==> src/rtl/pa_lsu_spsram64x4_ctrl_pkg.sv <==
// Shared types and constants for the LSU 64x4 single-port SRAM controller.
// STARVE_LIMIT is only consumed when PA_LSU_SPSRAM_ANTI_STARVE_EN is defined.
package pa_lsu_spsram64x4_ctrl_pkg;

  localparam int ADDR_WIDTH   = 6;
  localparam int DATA_WIDTH   = 4;
  localparam int SRAM_DEPTH   = 64;
  localparam int STARVE_LIMIT = 4;

  localparam logic                  CEN_IDLE = 1'b1;
  localparam logic [DATA_WIDTH-1:0] WEN_NONE = 4'b1111;

  typedef enum logic [1:0] {
    ST_RST_WAIT = 2'd0,
    ST_INIT     = 2'd1,
    ST_RUN      = 2'd2
  } ctrl_state_e;

endpackage

==> src/rtl/pa_lsu_spsram64x4_ctrl_if.sv <==
// Bus between the LSU requesters / SRAM macro (master) and the controller (slave).
interface pa_lsu_spsram64x4_ctrl_if;
  import pa_lsu_spsram64x4_ctrl_pkg::*;

  // Requests are levels held until granted; a grant is combinational in the
  // same cycle, and rd_vld/rd_data follow exactly one cycle after rd_gnt.
  logic                  flush_req;
  logic                  ctrl_busy;
  logic                  wr_req;
  logic [ADDR_WIDTH-1:0] wr_addr;
  logic [DATA_WIDTH-1:0] wr_data;
  logic [DATA_WIDTH-1:0] wr_mask;
  logic                  wr_gnt;
  logic                  rd_req;
  logic [ADDR_WIDTH-1:0] rd_addr;
  logic                  rd_gnt;
  logic                  rd_vld;
  logic [DATA_WIDTH-1:0] rd_data;
  logic [ADDR_WIDTH-1:0] sram_a;
  logic                  sram_cen;
  logic                  sram_gwen;
  logic [DATA_WIDTH-1:0] sram_wen;
  logic [DATA_WIDTH-1:0] sram_d;
  logic [DATA_WIDTH-1:0] sram_q;

  modport master (
    output flush_req, wr_req, wr_addr, wr_data, wr_mask, rd_req, rd_addr, sram_q,
    input  ctrl_busy, wr_gnt, rd_gnt, rd_vld, rd_data,
    input  sram_a, sram_cen, sram_gwen, sram_wen, sram_d
  );

  modport slave (
    input  flush_req, wr_req, wr_addr, wr_data, wr_mask, rd_req, rd_addr, sram_q,
    output ctrl_busy, wr_gnt, rd_gnt, rd_vld, rd_data,
    output sram_a, sram_cen, sram_gwen, sram_wen, sram_d
  );

endinterface

==> src/rtl/pa_lsu_spsram64x4_ctrl_arb.sv <==
// Write-over-read arbiter for the single SRAM port.
// PA_LSU_SPSRAM_ANTI_STARVE_EN adds a counter that forces a read after STARVE_LIMIT write wins.
module pa_lsu_spsram64x4_ctrl_arb
  import pa_lsu_spsram64x4_ctrl_pkg::*;
(
`ifdef PA_LSU_SPSRAM_ANTI_STARVE_EN
  input  logic clk,
  input  logic rst_n,
`endif
  input  logic run,
  input  logic wr_req,
  input  logic rd_req,
  output logic wr_gnt,
  output logic rd_gnt
);

`ifdef PA_LSU_SPSRAM_ANTI_STARVE_EN
  localparam int CW = $clog2(STARVE_LIMIT + 1);

  logic [CW-1:0] starve_cnt;
  logic          force_rd;

  assign force_rd = run & rd_req & (starve_cnt == CW'(STARVE_LIMIT));
  assign wr_gnt   = run & wr_req & ~force_rd;
  assign rd_gnt   = run & rd_req & ~wr_gnt;

  // Counts only an unbroken run of write wins over a waiting read.
  always_ff @(posedge clk or negedge rst_n) begin
    if (!rst_n) begin
      starve_cnt <= '0;
    end else if (!run || !rd_req || rd_gnt) begin
      starve_cnt <= '0;
    end else if (wr_gnt) begin
      starve_cnt <= starve_cnt + CW'(1);
    end
  end
`else
  assign wr_gnt = run & wr_req;
  assign rd_gnt = run & rd_req & ~wr_req;
`endif

endmodule

==> src/rtl/pa_lsu_spsram64x4_ctrl.sv <==
// Sequencer for the LSU 64x4 single-port SRAM: clear sweep, arbitration, pin muxing.
// Optional read anti-starvation is enabled with PA_LSU_SPSRAM_ANTI_STARVE_EN.
module pa_lsu_spsram64x4_ctrl
  import pa_lsu_spsram64x4_ctrl_pkg::*;
#(
  parameter logic [DATA_WIDTH-1:0] INIT_VAL = 4'b0000
) (
  input  logic                        forever_cpuclk,
  input  logic                        cpurst_b,
  pa_lsu_spsram64x4_ctrl_if.slave     bus,
  output ctrl_state_e                 fsm_state
);

  ctrl_state_e           state_q, state_nxt;
  logic [ADDR_WIDTH-1:0] cnt_q, cnt_nxt;
  logic                  rd_vld_q;
  logic                  run;
  logic                  wr_gnt;
  logic                  rd_gnt;

  assign run       = (state_q == ST_RUN);
  assign fsm_state = state_q;

  pa_lsu_spsram64x4_ctrl_arb u_arb (
`ifdef PA_LSU_SPSRAM_ANTI_STARVE_EN
    .clk    (forever_cpuclk),
    .rst_n  (cpurst_b),
`endif
    .run    (run),
    .wr_req (bus.wr_req),
    .rd_req (bus.rd_req),
    .wr_gnt (wr_gnt),
    .rd_gnt (rd_gnt)
  );

  always_ff @(posedge forever_cpuclk or negedge cpurst_b) begin
    if (!cpurst_b) begin
      state_q  <= ST_RST_WAIT;
      cnt_q    <= '0;
      rd_vld_q <= 1'b0;
    end else begin
      state_q  <= state_nxt;
      cnt_q    <= cnt_nxt;
      rd_vld_q <= rd_gnt;
    end
  end

  // Sweep ends on the write to the last entry; the counter wraps back to 0.
  always_comb begin
    state_nxt = state_q;
    cnt_nxt   = cnt_q;
    case (state_q)
      ST_RST_WAIT: begin
        state_nxt = ST_INIT;
        cnt_nxt   = '0;
      end
      ST_INIT: begin
        cnt_nxt = cnt_q + ADDR_WIDTH'(1);
        if (cnt_q == ADDR_WIDTH'(SRAM_DEPTH - 1)) state_nxt = ST_RUN;
      end
      ST_RUN: begin
        if (bus.flush_req) begin
          state_nxt = ST_INIT;
          cnt_nxt   = '0;
        end
      end
      default: begin
        state_nxt = ST_RST_WAIT;
        cnt_nxt   = '0;
      end
    endcase
  end

  // A zero-mask write is still granted but leaves the SRAM idle.
  always_comb begin
    bus.sram_cen  = CEN_IDLE;
    bus.sram_gwen = 1'b1;
    bus.sram_wen  = WEN_NONE;
    bus.sram_a    = '0;
    bus.sram_d    = '0;
    if (state_q == ST_INIT) begin
      bus.sram_cen  = 1'b0;
      bus.sram_gwen = 1'b0;
      bus.sram_wen  = '0;
      bus.sram_a    = cnt_q;
      bus.sram_d    = INIT_VAL;
    end else if (wr_gnt) begin
      bus.sram_a = bus.wr_addr;
      bus.sram_d = bus.wr_data;
      if (bus.wr_mask != '0) begin
        bus.sram_cen  = 1'b0;
        bus.sram_gwen = 1'b0;
        bus.sram_wen  = ~bus.wr_mask;
      end
    end else if (rd_gnt) begin
      bus.sram_a   = bus.rd_addr;
      bus.sram_cen = 1'b0;
    end
  end

  assign bus.ctrl_busy = ~run;
  assign bus.wr_gnt    = wr_gnt;
  assign bus.rd_gnt    = rd_gnt;
  assign bus.rd_vld    = rd_vld_q;
  assign bus.rd_data   = bus.sram_q;

endmodule

==> src/flat_wrapper.sv <==
// flat-port wrapper written by rule: the top's interface ports become plain ports
module pa_lsu_spsram64x4_ctrl_flat import pa_lsu_spsram64x4_ctrl_pkg::*;
#(
  parameter logic [DATA_WIDTH-1:0] INIT_VAL = 4'b0000
)
  (forever_cpuclk, cpurst_b, fsm_state, bus_flush_req, bus_wr_req, bus_wr_addr, bus_wr_data, bus_wr_mask, bus_rd_req, bus_rd_addr, bus_sram_q, bus_ctrl_busy, bus_wr_gnt, bus_rd_gnt, bus_rd_vld, bus_rd_data, bus_sram_a, bus_sram_cen, bus_sram_gwen, bus_sram_wen, bus_sram_d);
  pa_lsu_spsram64x4_ctrl_if bus_i ();
  input  logic forever_cpuclk;
  input  logic cpurst_b;
  output ctrl_state_e fsm_state;
  input wire logic [$bits(bus_i.flush_req)-1:0] bus_flush_req;
  input wire logic [$bits(bus_i.wr_req)-1:0] bus_wr_req;
  input wire logic [$bits(bus_i.wr_addr)-1:0] bus_wr_addr;
  input wire logic [$bits(bus_i.wr_data)-1:0] bus_wr_data;
  input wire logic [$bits(bus_i.wr_mask)-1:0] bus_wr_mask;
  input wire logic [$bits(bus_i.rd_req)-1:0] bus_rd_req;
  input wire logic [$bits(bus_i.rd_addr)-1:0] bus_rd_addr;
  input wire logic [$bits(bus_i.sram_q)-1:0] bus_sram_q;
  output wire logic [$bits(bus_i.ctrl_busy)-1:0] bus_ctrl_busy;
  output wire logic [$bits(bus_i.wr_gnt)-1:0] bus_wr_gnt;
  output wire logic [$bits(bus_i.rd_gnt)-1:0] bus_rd_gnt;
  output wire logic [$bits(bus_i.rd_vld)-1:0] bus_rd_vld;
  output wire logic [$bits(bus_i.rd_data)-1:0] bus_rd_data;
  output wire logic [$bits(bus_i.sram_a)-1:0] bus_sram_a;
  output wire logic [$bits(bus_i.sram_cen)-1:0] bus_sram_cen;
  output wire logic [$bits(bus_i.sram_gwen)-1:0] bus_sram_gwen;
  output wire logic [$bits(bus_i.sram_wen)-1:0] bus_sram_wen;
  output wire logic [$bits(bus_i.sram_d)-1:0] bus_sram_d;
  assign bus_i.flush_req = bus_flush_req;
  assign bus_i.wr_req = bus_wr_req;
  assign bus_i.wr_addr = bus_wr_addr;
  assign bus_i.wr_data = bus_wr_data;
  assign bus_i.wr_mask = bus_wr_mask;
  assign bus_i.rd_req = bus_rd_req;
  assign bus_i.rd_addr = bus_rd_addr;
  assign bus_i.sram_q = bus_sram_q;
  assign bus_ctrl_busy = bus_i.ctrl_busy;
  assign bus_wr_gnt = bus_i.wr_gnt;
  assign bus_rd_gnt = bus_i.rd_gnt;
  assign bus_rd_vld = bus_i.rd_vld;
  assign bus_rd_data = bus_i.rd_data;
  assign bus_sram_a = bus_i.sram_a;
  assign bus_sram_cen = bus_i.sram_cen;
  assign bus_sram_gwen = bus_i.sram_gwen;
  assign bus_sram_wen = bus_i.sram_wen;
  assign bus_sram_d = bus_i.sram_d;
  pa_lsu_spsram64x4_ctrl #(.INIT_VAL(INIT_VAL)) u_core (.forever_cpuclk(forever_cpuclk), .cpurst_b(cpurst_b), .bus(bus_i), .fsm_state(fsm_state));
endmodule
==> config.mk <==
export PLATFORM = sky130hd
export DESIGN_NAME = pa_lsu_spsram64x4_ctrl_flat
export DESIGN_NICKNAME = d
export VERILOG_FILES = /design/src/rtl/pa_lsu_spsram64x4_ctrl_pkg.sv /design/src/rtl/pa_lsu_spsram64x4_ctrl_if.sv /design/src/rtl/pa_lsu_spsram64x4_ctrl_arb.sv /design/src/rtl/pa_lsu_spsram64x4_ctrl.sv /design/src/flat_wrapper.sv
export SDC_FILE = /design/constraint.sdc
export NUM_CORES = 1
export LEC_CHECK = 0
export ABC_AREA = 1
export CAP_MARGIN = 20
export CORE_ASPECT_RATIO = 0.75
export CORE_UTILIZATION = 35
export CTS_CLUSTER_DIAMETER = 120
export DETAILED_ROUTE_END_ITERATION = 10
export PLACE_DENSITY = 0.88
export SYNTH_ARGS = -nofsm -noshare
export SYNTH_HDL_FRONTEND = slang
export SYNTH_SLANG_ARGS = --single-unit
export TNS_END_PERCENT = 1
==> constraint.sdc <==
create_clock -name forever_cpuclk -period 1.7 [get_ports forever_cpuclk]
set_input_delay 0.17 -clock forever_cpuclk [delete_from_list [all_inputs] [get_ports forever_cpuclk]]
set_output_delay 0.17 -clock forever_cpuclk [all_outputs]
set_load 0.005 [all_outputs]
==> impl_metrics.yaml <==
setup_path:
  crit_buf_inv: 3
  path_cells: "inv_2, nand2_4, nor2_4, buf_12, nand2_1, nand2_1, nor2_1, clkdlybuf4s15_1"
  startpoint_type: "flop"
  critPathMaxStageDelay_ns: 0.39
  required_ns: 1.53
  crit_slowest_cell: "dfrtp_1"
  arrival_ns: 1.45
  path_common_cell: "nand2_1"
  path_delay_family: "buffers and inverters"
  timing.setup.critical_path_class: "flop to output pin"
  setup.worst_path.end_class: "output pin"
  crit_fanout: 12
cts:
  cts_buffers: 3
  cts_root_buf: "clkbuf_4"
  path_clk_slew_ns: 0.06
  clk_latency_ns: 0.26
  cts_hold_buffers: 0
  max-clock-path-buffers: 2
  cts-htree-levels: 1
  tritoncts: "yes"
  cts.sinks: 9
power:
  finalPower_mw: 0.447
  p_comb_share_pct: 15.0
  power.switching_mw: 0.0926
  leakage_nw: 0.654
  p_clk_share_pct: 37.1
  power.density_nw_per_um2: 368
  p_int_mw: 0.355
  swShare_pct: 20.7
  p_seq_share_pct: 47.9
  vdd_ir_drop_max_uv: 475
timing:
  finalSetupViolCount: 0
  fmax_mhz: 616
  skew_ns: 0.00185
  fin_crit_ns: 1.62
  timing.final.max_slew_violations: 0
  max-slew-margin-rel_pct: 71.6
  fin_crit_sh_pct: 95.4
  tightest_slew_ns: 0.425
  hold_violations: 0
  rsz0062_at_grt: "no"
  setup_tns_ns: 0
  holdWs_ns: 0.211
die:
  fp-row-count: 13
  die_w_um: 54.2
  dieArea_um2: 2230
  coreArea_um2: 1820
  die_y_um: 41.2
  initial_utilization_pct: 39.3
  pin_count: 55
cells_and_area:
  num_antenna_cells: 0
  fill_cells: 171
  drive_above_1_share_pct: 7.98
  nNetsFinal: 194
  area_growth_pct: 69.8
  final_cells: 185
placement:
  gp_congestion: 0.757
  hpwl_mm: 1.77
  numPortBuffers: 46
  dpl.cell_count: 179
synthesis:
  syn_nets: 146
  synth_seq_cells: 9
  syn_area_um2: 716
  synth_warnings: 0
  synthCells: 116
  synth_cell_type_count: 19
  ys_seq_area_share_pct: 31.5
  avgSynthCellArea_um2: 6.17
global_routing:
  grt_pass1_vias: 684
  overflow: 0
  antenna_found_initial: 0
  grt_usage_pct: 19.1
  grt_pass1_wl_mm: 2.90
  grt_max_degree: 13
route:
  wl_per_cell_um: 11.7
  drc_errors: 0
  vias_per_cell: 4.54
  via_count: 839
  postRouteAntennaNets: 0
  drt-initial-drc-count: 16
  drt-total-wl_mm: 2.17
  first_pass_iters: 4
worst_hold_path:
  hold_path.class: "input port to asynchronous set/reset pin"
flow_run:
  cap_violations: 0
status:
  status: "finished clean"
[power groups by stage]
stage / Clock, mW / Combinational (mW) / Sequential [mW]
CTS: 0.173 / 0.0678 / 0.214
floorplan: 0 / 0.0135 / 0.218
finish: 0.166 / 0.0670 / 0.214
global placement: 0 / 0.0654 / 0.218
global route: 0.184 / 0.0718 / 0.214
detailed placement: 0 / 0.0671 / 0.218
[worst paths after layout]
path | start | end | slack (ns) | depth (start not counted)
max | u_core.fsm_state[0] | bus_sram_cen | 0.08 | 8
min | cpurst_b | u_core.cnt_q[0] | 0.21 | 1
max reg2reg | u_core.cnt_q[0] | u_core.cnt_q[4] | 0.52 | 4
min reg2reg | u_core.cnt_q[5] | u_core.cnt_q[5] | 0.54 | 2
max in group asynchronous | cpurst_b | u_core.cnt_q[2] | 1.19 | 1
min in group forever_cpuclk | bus_sram_q[2] | bus_rd_data[2] | 0.34 | 0
[flip-flops by register name, indices dropped and copies added (netlist names)]
name / flops
u_core.bus.rd_vld: 1
u_core.cnt_q: 6
u_core.fsm_state: 2
[metrics by stage]
stage               setup WS [ns]  utilization [%]  instance area (um2)
global placement          -0.0792             64.6                 1180
floorplan                   0.591                -                  716
CTS                        0.0264             66.2                 1210
detailed placement         -0.103             64.6                 1180
global route              0.00400             66.7                 1210
finish                     0.0779             66.7                 1210
[what timing repair did]
| action | CTS | global route |
|---|---|---|
| resized for setup | 21 | 7 |
| buffers inserted | 2 | 0 |
| pin swaps | 2 | 0 |
| setup endpoints to repair | 18 | 7 |
[placed cells by master (no fill, tap or decap), drive strengths merged, types with 3 or more instances in the layout]
master	instances
dlygate4sd2	11
clkbuf	4
nand2	50
inv	18
nand3	11
clkdlybuf4s15	7
nor2	13
clkdlybuf4s50	28
o21ai	3
dfrtp	9
buf	3
[Yosys cell counts (all sizes together)]
library cell / instances / share of area, %
nand2: 50 / 28
a21oi: 1 / 0.70
o21bai: 1 / 1.0
nand4: 2 / 1.7
ha: 1 / 1.7
inv: 18 / 9.4
dfrtp: 9 / 31
nor2: 13 / 8.9
nand3b: 1 / 1.0
o21ai: 3 / 2.1
nand3: 11 / 7.7
buf: 6 / 6.5
[worst register-to-register path, stage by stage, from the launching register on]
cell	delay (ns)
dfrtp_1	0.48
ha_1	0.23
nand4_1	0.17
nand3_1	0.13
nand2_1	0.05
[final cells by class]
class	instances	area, um2	area share (%)
multi-input cells	83	384	31.6
inverters	18	70.1	5.77
well taps	22	27.5	2.27
clock buffers	4	26.3	2.16
flip-flops and latches	9	225	18.5
repair buffers	49	482	39.6
[cell families after synthesis]
family | after synthesis | share of synthesized area, %
adder cells (fa/ha/maj) | 1 | 1.75
AND/OR/NAND/NOR | 77 | 47.0
AO/OA/AOI/OAI | 5 | 3.85
buffers and inverters | 24 | 15.9
flip-flops | 9 | 31.5
[per-layer routing]
layer / part of all wire (%) / GRT usage (%) / vias up
li1: - / - / 446
met3: 3.4 / 5.56 / 2
met2: 56 / 39.0 / 15
met4: 0.60 / 3.85 / 0
met1: 40 / 19.6 / 376
met5: 0 / 0 / -
(Power assumes the default switching activity.)
